**config.mk**
```make
export PLATFORM = sky130hd
export DESIGN_NAME = pc_next_unit
export DESIGN_NICKNAME = d
export VERILOG_FILES = /design/src/rtl/pc_pkg.sv /design/src/rtl/ras_stack.sv /design/src/rtl/pc_next_unit.sv
export SDC_FILE = /design/constraint.sdc
export NUM_CORES = 1
export LEC_CHECK = 0
export CORE_MARGIN = 2
export CORE_UTILIZATION = 40
export DETAILED_ROUTE_END_ITERATION = 10
export HOLD_SLACK_MARGIN = 0.08
export PLACE_DENSITY = 0.86
export SETUP_SLACK_MARGIN = 0.05
export SYNTH_ARGS = -nofsm -noshare
export SYNTH_HDL_FRONTEND = slang
export SYNTH_SLANG_ARGS = --single-unit
```
**constraint.sdc**
```tcl
create_clock -name clk -period 2.5 [get_ports clk]
set_input_delay 0.25 -clock clk [delete_from_list [all_inputs] [get_ports clk]]
set_output_delay 0.25 -clock clk [all_outputs]
set_load 0.03 [all_outputs]
```
**src/rtl/pc_pkg.sv**
```systemverilog
// rtl/pc_pkg.sv - shared types and helpers for the fetch-address generator
package pc_pkg;

  localparam int PC_XLEN = 32;

  typedef enum logic [1:0] {
    ST_BOOT = 2'd0,
    ST_RUN  = 2'd1,
    ST_HALT = 2'd2
  } pc_state_e;

  // Low-bit mask a target must clear to be a legal instruction address.
  function automatic int unsigned ialign_mask(input int unsigned ialign);
    return ialign - 1;
  endfunction

endpackage

```
**src/rtl/ras_stack.sv**
```systemverilog
// rtl/ras_stack.sv - circular return-address stack; overflow drops the oldest entry
module ras_stack #(
  parameter int XLEN  = 32,
  parameter int DEPTH = 4
) (
  input  logic            clk,
  input  logic            reset,
  input  logic            push,
  input  logic            pop,
  input  logic [XLEN-1:0] push_data,
  output logic [XLEN-1:0] top,
  output logic            empty
);

  localparam int PW = $clog2(DEPTH);
  localparam int CW = PW + 1;

  logic [XLEN-1:0] mem_q [DEPTH];
  logic [XLEN-1:0] mem_d [DEPTH];
  logic [PW-1:0]   ptr_q, ptr_d;
  logic [CW-1:0]   count_q, count_d;
  logic            do_pop;

  assign empty  = (count_q == '0);
  assign do_pop = pop && !empty;
  assign top    = empty ? '0 : mem_q[ptr_q];

  always_comb begin
    mem_d   = mem_q;
    ptr_d   = ptr_q;
    count_d = count_q;
    if (push && do_pop) begin
      mem_d[ptr_q] = push_data;
    end else if (push) begin
      // Pointer wraps, so a full stack silently overwrites its oldest slot.
      ptr_d        = ptr_q + 1'b1;
      mem_d[ptr_d] = push_data;
      if (count_q != CW'(DEPTH)) count_d = count_q + 1'b1;
    end else if (do_pop) begin
      ptr_d   = ptr_q - 1'b1;
      count_d = count_q - 1'b1;
    end
  end

  always_ff @(posedge clk) begin
    if (reset) begin
      ptr_q   <= '0;
      count_q <= '0;
      for (int i = 0; i < DEPTH; i++) mem_q[i] <= '0;
    end else begin
      ptr_q   <= ptr_d;
      count_q <= count_d;
      mem_q   <= mem_d;
    end
  end

endmodule

```
**src/rtl/pc_next_unit.sv**
```systemverilog
// rtl/pc_next_unit.sv - fetch PC register with boot/run/halt FSM and priority next-PC mux
// Optional return-address stack enabled by defining PC_RAS_EN.
module pc_next_unit
  import pc_pkg::*;
#(
  parameter int               XLEN         = PC_XLEN,
  parameter logic [XLEN-1:0]  RESET_VECTOR = '0,
  parameter int               IALIGN       = 4,
  parameter int               RAS_DEPTH    = 4
) (
  input  logic            clk,
  input  logic            reset,
  input  logic            en,
  input  logic            redirect_valid,
  input  logic [XLEN-1:0] redirect_pc,
  input  logic            trap_valid,
  input  logic [XLEN-1:0] trap_vector,
  input  logic            halt_req,
  input  logic            resume,
  input  logic            call_valid,
  input  logic            ret_valid,
  output logic [XLEN-1:0] pc,
  output logic            pc_valid,
  output logic [XLEN-1:0] pc_seq,
  output logic            misaligned,
  output logic [XLEN-1:0] ret_pred_pc,
  output logic            ras_empty
);

  localparam logic [XLEN-1:0] ALIGN_MASK = XLEN'(ialign_mask(IALIGN));

  pc_state_e       state_q, state_d;
  logic [XLEN-1:0] pc_q, pc_d;
  logic            misaligned_q, misaligned_d;
  logic            ras_push, ras_pop;
  logic            trap_bad, redirect_bad;

  assign pc           = pc_q;
  assign pc_seq       = pc_q + XLEN'(IALIGN);
  assign pc_valid     = (state_q == ST_RUN);
  assign misaligned   = misaligned_q;
  assign trap_bad     = |(trap_vector & ALIGN_MASK);
  assign redirect_bad = |(redirect_pc & ALIGN_MASK);

  always_comb begin
    state_d      = state_q;
    pc_d         = pc_q;
    misaligned_d = 1'b0;
    ras_push     = 1'b0;
    ras_pop      = 1'b0;
    unique case (state_q)
      ST_BOOT: state_d = ST_RUN;
      ST_RUN: begin
        if (trap_valid) begin
          if (trap_bad) misaligned_d = 1'b1;
          else          pc_d = trap_vector;
        end else if (redirect_valid) begin
          if (redirect_bad) misaligned_d = 1'b1;
          else              pc_d = redirect_pc;
        end else if (halt_req) begin
          // The current fetch completes; pc stays so resume continues after it.
          state_d = ST_HALT;
        end else begin
          ras_push = en && call_valid;
          ras_pop  = en && ret_valid;
          if (en && ret_valid && !ras_empty) pc_d = ret_pred_pc;
          else if (en)                       pc_d = pc_seq;
        end
      end
      ST_HALT: begin
        if (trap_valid) begin
          state_d = ST_RUN;
          if (trap_bad) misaligned_d = 1'b1;
          else          pc_d = trap_vector;
        end else if (resume) begin
          state_d = ST_RUN;
          if (en) pc_d = pc_seq;
        end
      end
      default: state_d = ST_BOOT;
    endcase
  end

  always_ff @(posedge clk) begin
    if (reset) begin
      state_q      <= ST_BOOT;
      pc_q         <= RESET_VECTOR;
      misaligned_q <= 1'b0;
    end else begin
      state_q      <= state_d;
      pc_q         <= pc_d;
      misaligned_q <= misaligned_d;
    end
  end

`ifdef PC_RAS_EN
  ras_stack #(
    .XLEN  (XLEN),
    .DEPTH (RAS_DEPTH)
  ) u_ras (
    .clk       (clk),
    .reset     (reset),
    .push      (ras_push),
    .pop       (ras_pop),
    .push_data (pc_seq),
    .top       (ret_pred_pc),
    .empty     (ras_empty)
  );
`else
  localparam int unused_ras_depth = RAS_DEPTH;
  logic          unused_ras_sigs;
  assign unused_ras_sigs = ^{ras_push, ras_pop};
  assign ret_pred_pc     = '0;
  assign ras_empty       = 1'b1;
`endif

endmodule

```
## Yosys cells after proc, flatten, opt, wreduce, memory -nomap -nowiden

Index checks and enable logic that the tools add are counted.

- Bits in registers: 35
- Input bits: 73
- Output and inout bits: 99
- Logic and storage cells: 39

- Add/subtract/negate cells: 1
- Equal/unequal tests: 8
- Multiplexer cells: 21
- Reduce and logical (&&, ||, !) cells: 6

Operator list:

| operator | count |
|---|---|
| $mux 32 | 8 |
| $pmux 32 s2 | 1 |
| $add 32x3->32 const B | 1 |
| $mux 2 | 5 |
| $ne 4x4->1 const B | 2 |
| $reduce_and 4->1 | 2 |
| $ne 2x2->1 const B | 3 |
| $pmux 2 s3 | 1 |
| $mux 1 | 5 |
| $reduce_or 2->1 | 2 |
| $ne 3x3->1 const B | 1 |
| $eq 2x1->1 const B | 1 |
| $eq 2x2->1 const B | 1 |
| $logic_not 2->1 | 1 |
| $pmux 1 s2 | 1 |
| $reduce_bool 2->1 | 1 |

## Logic depth before layout (Yosys ltp)

Gate-level depths: netlist (run 1).

- Depth after elaboration: 6
- Mapped depth: 10
- Mapped depth without buffers: 8

## Least setup slack after synthesis (run 1)

Ideal clock, no wire load.

- Path kind: reg2out
- Start point: register pc_q[2] (netlist: pc[2])
- End point: output port pc_seq[30]
- Arrival: 2.491 ns
- Required time: 2.250 ns
- Path slack: -0.241 ns
- Stages on the path, launching flop included: 8
- Buffers on the path: 0
- Cells stage by stage: dfxtp_1 > ha_1 > nand3_1 > nor2_1 > nand3_1 > or3b_1 > nor2_1 > xor2_1

- Word-level cells in the longest chain between the ends: 1

Ends and longest elaborated chain:

| element | line | RTL |
|---|---|---|
| from (decl) | pc_next_unit.sv:33 | `logic [XLEN-1:0] pc_q, pc_d;` |
| from (signal assigned) | pc_next_unit.sv:91 | `pc_q <= pc_d;` |
| $add 32x3->32 | pc_next_unit.sv:39 | `assign pc_seq = pc_q + XLEN'(IALIGN);` |
| to (decl) | pc_next_unit.sv:24 | `output logic [XLEN-1:0] pc_seq,` |

No other way between the ends.

## Worst setup path after layout (run 1)

- Start point: register pc_q[21] (netlist: pc[21])
- End point: output port pc_seq[28]

The elaborated chain is that of the path after synthesis.

==> results of run 1 <==
flip-flops by register name, indices dropped and copies added (netlist names):
signal and cells:
pc 32, misaligned 1, state_q 2
metal layers:
| layer | vias to the layer above | wire (microns) | track usage, % |
|---|---|---|---|
| li1 | 1878 | - | - |
| met1 | 1956 | 4790 | 32.8 |
| met2 | 231 | 6080 | 46.4 |
| met3 | 35 | 1140 | 4.82 |
| met4 | 0 | 365 | 11.2 |
| met5 | - | 0 | 0 |
metrics by stage:
| stage | hold WS, ns | TNS (ns) | total power (uW) |
|---|---|---|---|
| global placement | 0.504 | 0 | 2960 |
| CTS | 0.515 | 0 | 3660 |
| floorplan | 0.398 | -0.0243 | 2090 |
| finish | 0.514 | 0 | 3730 |
| global route | 0.552 | 0 | 3900 |
| detailed placement | 0.503 | 0 | 3020 |
cell families after synthesis:
logic type,Yosys count,synth area share [%]
xor gates and xnor gates,31,8.34
AOI/OAI and AO/OA,125,25.5
DFF,35,21.5
other,2,0.231
and+or+nand+nor,174,28.4
buffers and inverters,79,13.5
muxes,2,0.615
adders and majority gates,5,1.92
layout make-up:
class	count	area share (%)
multi-input combinational	370	46.5
clock inverter	2	1.17
timing repair buffer	183	33.7
sequential	35	14.3
inverter	6	0.439
tap	102	2.49
clock buffer	6	1.42
critical path, cell delays in order (launching register included):
cell,delay [ns]
dfxtp_2,0.41
and4_1,0.27
nor2b_1,0.14
nand3_1,0.14
or3b_4,0.44
buf_4,0.16
xnor2_2,0.14
buf_6,0.15
report_power, final:
group          switching, uW  total, uW  internal [uW]
Sequential               161        834            673
Combinational           1330       2260            928
Clock                    232        631            399
repair_timing:
| action | CTS | global route |
|---|---|---|
| setup endpoints to repair | 16 | 15 |
| resized for setup | 21 | 22 |
| pin swaps | 1 | 2 |
| setup buffers | 0 | 3 |
| gates cloned | 0 | 0 |
worst max-delay path by stage:
stage | from | end | slack (ns) | cells past startpoint
after floorplan | pc[17]$_SDFFE_PP0P_ | pc_seq[30] | -0.02 | 7
after global placement | pc[2]$_SDFFE_PP0P_ | pc_seq[30] | 0.15 | 8
after detailed placement | trap_valid | pc[30]$_SDFFE_PP0P_ | 0.13 | 7
after CTS | pc[4]$_SDFFE_PP0P_ | pc_seq[9] | 0.04 | 5
after global routing | pc[18]$_SDFFE_PP0P_ | pc_seq[28] | 0.03 | 7
final | pc[21]$_SDFFE_PP0P_ | pc_seq[28] | 0.10 | 7
placed cells by master, fill, tap and decap left out, types with 4 or more instances in the layout:
| cell type | synthesis | final |
|---|---|---|
| clkdlybuf4s50_1 | 0 | 113 |
| buf_4 | 35 | 60 |
| nor2_1 | 41 | 37 |
| nand2_1 | 35 | 34 |
| conb_1 | 2 | 33 |
| a21oi_1 | 30 | 30 |
| a22oi_1 | 25 | 25 |
| o21ai_0 | 25 | 25 |
| dfxtp_1 | 35 | 19 |
| nand3_1 | 17 | 15 |
| nor3_1 | 13 | 12 |
| xor2_1 | 15 | 12 |
| nand4_1 | 11 | 11 |
| xnor2_1 | 16 | 11 |
| dfxtp_2 | 0 | 10 |
| or3_1 | 7 | 6 |
| nor2b_1 | 7 | 6 |
| and3_1 | 6 | 6 |
| dfxtp_4 | 0 | 6 |
| inv_1 | 5 | 5 |
| xnor2_2 | 0 | 5 |
| a31oi_1 | 5 | 5 |
| clkbuf_8 | 0 | 5 |
| and2_1 | 4 | 4 |
| nor4_1 | 5 | 4 |
| a22o_1 | 4 | 4 |
| ha_1 | 5 | 4 |
| buf_12 | 0 | 4 |
==> flow_metrics.env, run 1 <==
export IMPL_wl_mm=12.4
export IMPL_rrSetupSlack_ns=0.20
export IMPL_clock_path_buffers=2
export IMPL_drt_iter0_drc=326
export IMPL_num_rows=32
export IMPL_finalSetupViolations=0
export IMPL_start_util_pct=41.7
export IMPL_critical_path_required_ns=2.25
export IMPL_async_reset_ff_share_pct=0
export IMPL_post_synth_top_area_fraction_pct=21.5
export IMPL_coreArea_sq_mm=0.00781
export IMPL_period_share_pct=95.9
export IMPL_avgSynthCellArea_sq_um=7.18
export IMPL_hold_class="reg2reg"
export IMPL_clock_fmax_mhz=417
export IMPL_die_h_microns=94.2
export IMPL_gr_total_overflow=0
export IMPL_rr_endpoint="pc[23]$_SDFFE_PP0P_"
export IMPL_drc_errors=0
export IMPL_synthTopCellsByArea="dfxtp_1 22%, buf_4 8.1%, a22oi_1 5.8%"
export IMPL_dieArea_sq_mm=0.00887
export IMPL_grt_pass1_vias=4057
export IMPL_wl_per_cell_microns=17.6
export IMPL_post_dp_cell_area_sq_mm=0.00485
export IMPL_grt_use_total_pct=26.9
export IMPL_io_buffers=136
export IMPL_yosysSeqAreaShare_pct=21.5
export IMPL_io_pins=172
export IMPL_setup_ws_ns=0.102
export IMPL_finalHoldViolCount=0
export IMPL_layout_drive_gt1_share_pct=20.1
export IMPL_cts_sinks=35
export IMPL_antenna_found_initial=0
export IMPL_multi_input_area_sq_mm=0.00238
export IMPL_stdcell_count=704
export IMPL_power_density_mw_per_mm2=727
export IMPL_skew_ns=0.00802
export IMPL_synth_edf_count=0
export IMPL_finalNetCount=679
export IMPL_rsz0062_at_grt="yes"
export IMPL_reg2reg_depth=6
export IMPL_maxSlewViolCount=0
export IMPL_routed_via_density=5.82
export IMPL_insertion_delay_ns=0.30
export IMPL_final_area_sq_mm=0.00513
export IMPL_synth_common_cells="41 x nor2_1, 35 x buf_4, 35 x dfxtp_1, 35 x nand2_1, 30 x a21oi_1"
export IMPL_root_buffer="clkbuf_8"
export IMPL_syn_area_sq_mm=0.00325
export IMPL_dp_cells=693
export IMPL_post_dp_hpwl_mm=9.19
export IMPL_dieWidth_microns=94.2
export IMPL_n_antenna_cell=0
export IMPL_finalWeightedCongestion=0.925
export IMPL_arrival_ns=2.15
export IMPL_synth_main_ff_cell="dfxtp_1"
export IMPL_htree_levels=2
export IMPL_cp_end_kind="output port"
export IMPL_drtAntennaViolNets=0
export IMPL_tightest_slew_ns=0.636
export IMPL_yosys_cell_count_top_type="nor2_1"
export IMPL_ys_ff_latch=35
export IMPL_yosys_warnings=0
export IMPL_status="completed"
export IMPL_cellLeakagePower_uw=0.00198
export IMPL_cts_made_buffers=5
export IMPL_syn_inst=453
export IMPL_fin_util_pct=65.7
export IMPL_grt_max_degree=32
export IMPL_yosysTopAreaCell="dfxtp_1"
export IMPL_hold_start="pc[8]$_SDFFE_PP0P_"
export IMPL_num_vias=4100
export IMPL_dpl_worst_slack_ns=0.126
export IMPL_first_pass_iters=6
export IMPL_maxCapViolCount=0
export IMPL_relSlewSlack_pct=57.2
export IMPL_holdBufCountCts=0
export IMPL_min_path_cells=2
export IMPL_cts_clk_slew_worst_paths_ns=0.08
export IMPL_cts_tree="built"
export IMPL_r2r_start="pc[12]$_SDFFE_PP0P_"
export IMPL_cp_max_fo=7
export IMPL_synthDistinctLibCells=62
export IMPL_holdPathEnd="pc[8]$_SDFFE_PP0P_"
export IMPL_syn_to_final_growth_pct=57.6
export IMPL_critPathLaunchType="register"
export IMPL_regArea_sq_um=736
export IMPL_peakVddDrop_uv=536
export IMPL_grt_pass1_wl_mm=19.1
export IMPL_fillers=666
export IMPL_fin_crit_ns=2.40
export IMPL_crit_type="reg2out"
Note: power is estimated with default switching activity, not from simulation.
==> inputs of run 2 (changes only) <==
- CTS_BUF_LIST: default -> sky130_fd_sc_hd__clkbuf_8 sky130_fd_sc_hd__clkbuf_16
- SETUP_SLACK_MARGIN: 0.05 -> default
==> run 2 against run 1 <==
- sequential power down 2.9%
- die area unchanged
- global-route usage down 0.25 points
- via count down 1.9%
- fmax down 1.1%
- final cell count up 1.3%
- sequential share of layout area down 0.28 points
- critical endpoint is now pc_seq[29]
- largest power group unchanged
==> flow_metrics.env, run 2 (synthesized netlist as in run 1, its figures left out) <==
export IMPL_status="completed"
export IMPL_cp_num_buf_inv=1
export IMPL_final_common_cell="clkdlybuf4s50_1"
export IMPL_mostFrequentLayoutCells="112 x clkdlybuf4s50_1, 74 x buf_4, 36 x nor2_1"
export IMPL_n_antenna_cell=0
export IMPL_syn_to_final_growth_pct=57.2
export IMPL_dpl_worst_slack_ns=0.0976
export IMPL_maxCapViolCount=0
export IMPL_slowest_stage="or3_1"
export IMPL_dieArea_sq_mm=0.00887
export IMPL_root_buffer="clkbuf_8"
export IMPL_cts_made_buffers=5
export IMPL_final_area_sq_mm=0.00511
export IMPL_die_h_microns=94.2
export IMPL_setup_ws_ns=0.0746
export IMPL_critPathMaxStageDelay_ns=0.51
export IMPL_finalWeightedCongestion=0.892
export IMPL_num_vias=4021
export IMPL_dp_cells=701
export IMPL_io_pins=172
export IMPL_path_cells="nand4_1 > or3_1 > nor4_4 > xor2_1 > buf_4"
export IMPL_drc_errors=0
export IMPL_grt_pass1_vias=3946
export IMPL_maxSlewViolCount=0
export IMPL_drt_iter0_drc=427
export IMPL_largest_reg_flops=32
export IMPL_stdcell_count=713
export IMPL_antenna_found_initial=0
export IMPL_gr_total_overflow=0
export IMPL_arrival_ns=2.18
export IMPL_post_dp_hpwl_mm=9.39
export IMPL_cts_clk_slew_worst_paths_ns=0.08
export IMPL_clock_fmax_mhz=412
export IMPL_finalSetupViolations=0
export IMPL_finalNetCount=688
export IMPL_cp_end_kind="output port"
export IMPL_rsz0062_at_grt="no"
export IMPL_fin_util_pct=65.5
export IMPL_post_dp_cell_area_sq_mm=0.00487
export IMPL_grt_pass1_wl_mm=19.0
export IMPL_clock_path_buffers=2
export IMPL_layout_drive_gt1_share_pct=20.5
export IMPL_wl_per_cell_microns=17.2
export IMPL_path_delay_family="simple AND/OR/NAND/NOR gates"
export IMPL_num_rows=32
export IMPL_grt_use_total_pct=26.7
export IMPL_first_pass_iters=7
export IMPL_power_density_mw_per_mm2=700
export IMPL_hold_class="reg2reg"
export IMPL_fillers=689
export IMPL_finalHoldViolCount=0
export IMPL_routed_via_density=5.64
export IMPL_crit_type="reg2out"
export IMPL_peakVddDrop_uv=536
export IMPL_critPathLaunchType="register"
export IMPL_htree_levels=2
export IMPL_critical_path_required_ns=2.25
export IMPL_cp_max_fo=7
export IMPL_skew_ns=0.00501
export IMPL_period_share_pct=97.0
export IMPL_cts_tree="built"
export IMPL_regArea_sq_um=719
export IMPL_wl_mm=12.3
export IMPL_io_buffers=136
export IMPL_fin_crit_ns=2.43
export IMPL_cts_sinks=35
export IMPL_drtAntennaViolNets=0
export IMPL_start_util_pct=41.7
export IMPL_insertion_delay_ns=0.29
export IMPL_cellLeakagePower_uw=0.00204
export IMPL_dieWidth_microns=94.2
export IMPL_grt_max_degree=30
export IMPL_coreArea_sq_mm=0.00781
export IMPL_multi_input_area_sq_mm=0.00239
==> run 2: cell count changes in the layout (fill, tap and decap cells not counted), moves of 2 or more <==
cell / change
clkbuf_8: +2
bufinv_16: -2
buf_4: +14
nor2_2: +2
dfxtp_4: -3
buf_6: -3
dfxtp_2: -4
buf_12: -2
dlygate4sd2_1: +2
nor3_1: -2
dfxtp_1: +7
==> run 2: metrics by stage <==
stage,setup TNS [ns],total power (uW),hold WS [ns]
after floorplan,-0.0382,2090,0.398
after global placement,0,3010,0.509
after detailed placement,0,3050,0.540
after CTS,-0.0150,3510,0.521
after global routing,0,3750,0.543
final,0,3580,0.532
==> run 2: cell type report <==
class                      instances  share of cell area, %
sequential                        35                   14.1
inverter                           6                  0.440
multi-input combinational        370                   46.7
timing repair buffer             192                   34.3
clock buffer                       7                   1.88
clock inverter                     1                 0.0734
tap                              102                   2.50
==> run 2: timing repair <==
action / 4_1_cts / 5_1_grt
hold buffers: 0 / 0
buffers inserted: 0 / 4
setup endpoints to repair: 14 / 14
pin swaps: 0 / 2
resized for setup: 14 / 21
==> run 2: metal layers <==
metal / global-route usage [%] / vias to the layer above / routed length [microns]
li1: - / 1893 / -
met1: 33.8 / 1892 / 5060
met2: 46.5 / 210 / 6050
met3: 3.61 / 26 / 960
met4: 8.45 / 0 / 215
met5: 0 / - / 0
==> run 2: power breakdown <==
part           total, uW  leakage (uW)  switching, uW  internal (uW)
clock network        474     0.0000557            225            248
logic               2290       0.00169           1340            957
registers            810      0.000289            142            668
==> run 2: path summary, 6_finish.rpt <==
check | startpoint | endpoint | depth (start not counted) | slack (ns)
worst min-delay path | pc[4]$_SDFFE_PP0P_ | pc[4]$_SDFFE_PP0P_ | 2 | 0.53
worst min register to register | pc[4]$_SDFFE_PP0P_ | pc[4]$_SDFFE_PP0P_ | 2 | 0.53
worst max-delay path | pc[21]$_SDFFE_PP0P_ | pc_seq[29] | 5 | 0.07
worst max register to register | state_q[0]$_SDFFE_PP0P_ | pc[3]$_SDFFE_PP0P_ | 9 | 0.25
==> run 2: worst min-delay path: cells and delay by family, from the launching register on <==
family / cells / cell delay [ns]
AO/OA/AOI/OAI: 1 / 0.05
flip-flops: 1 / 0.38
AND/OR/NAND/NOR: 1 / 0.06
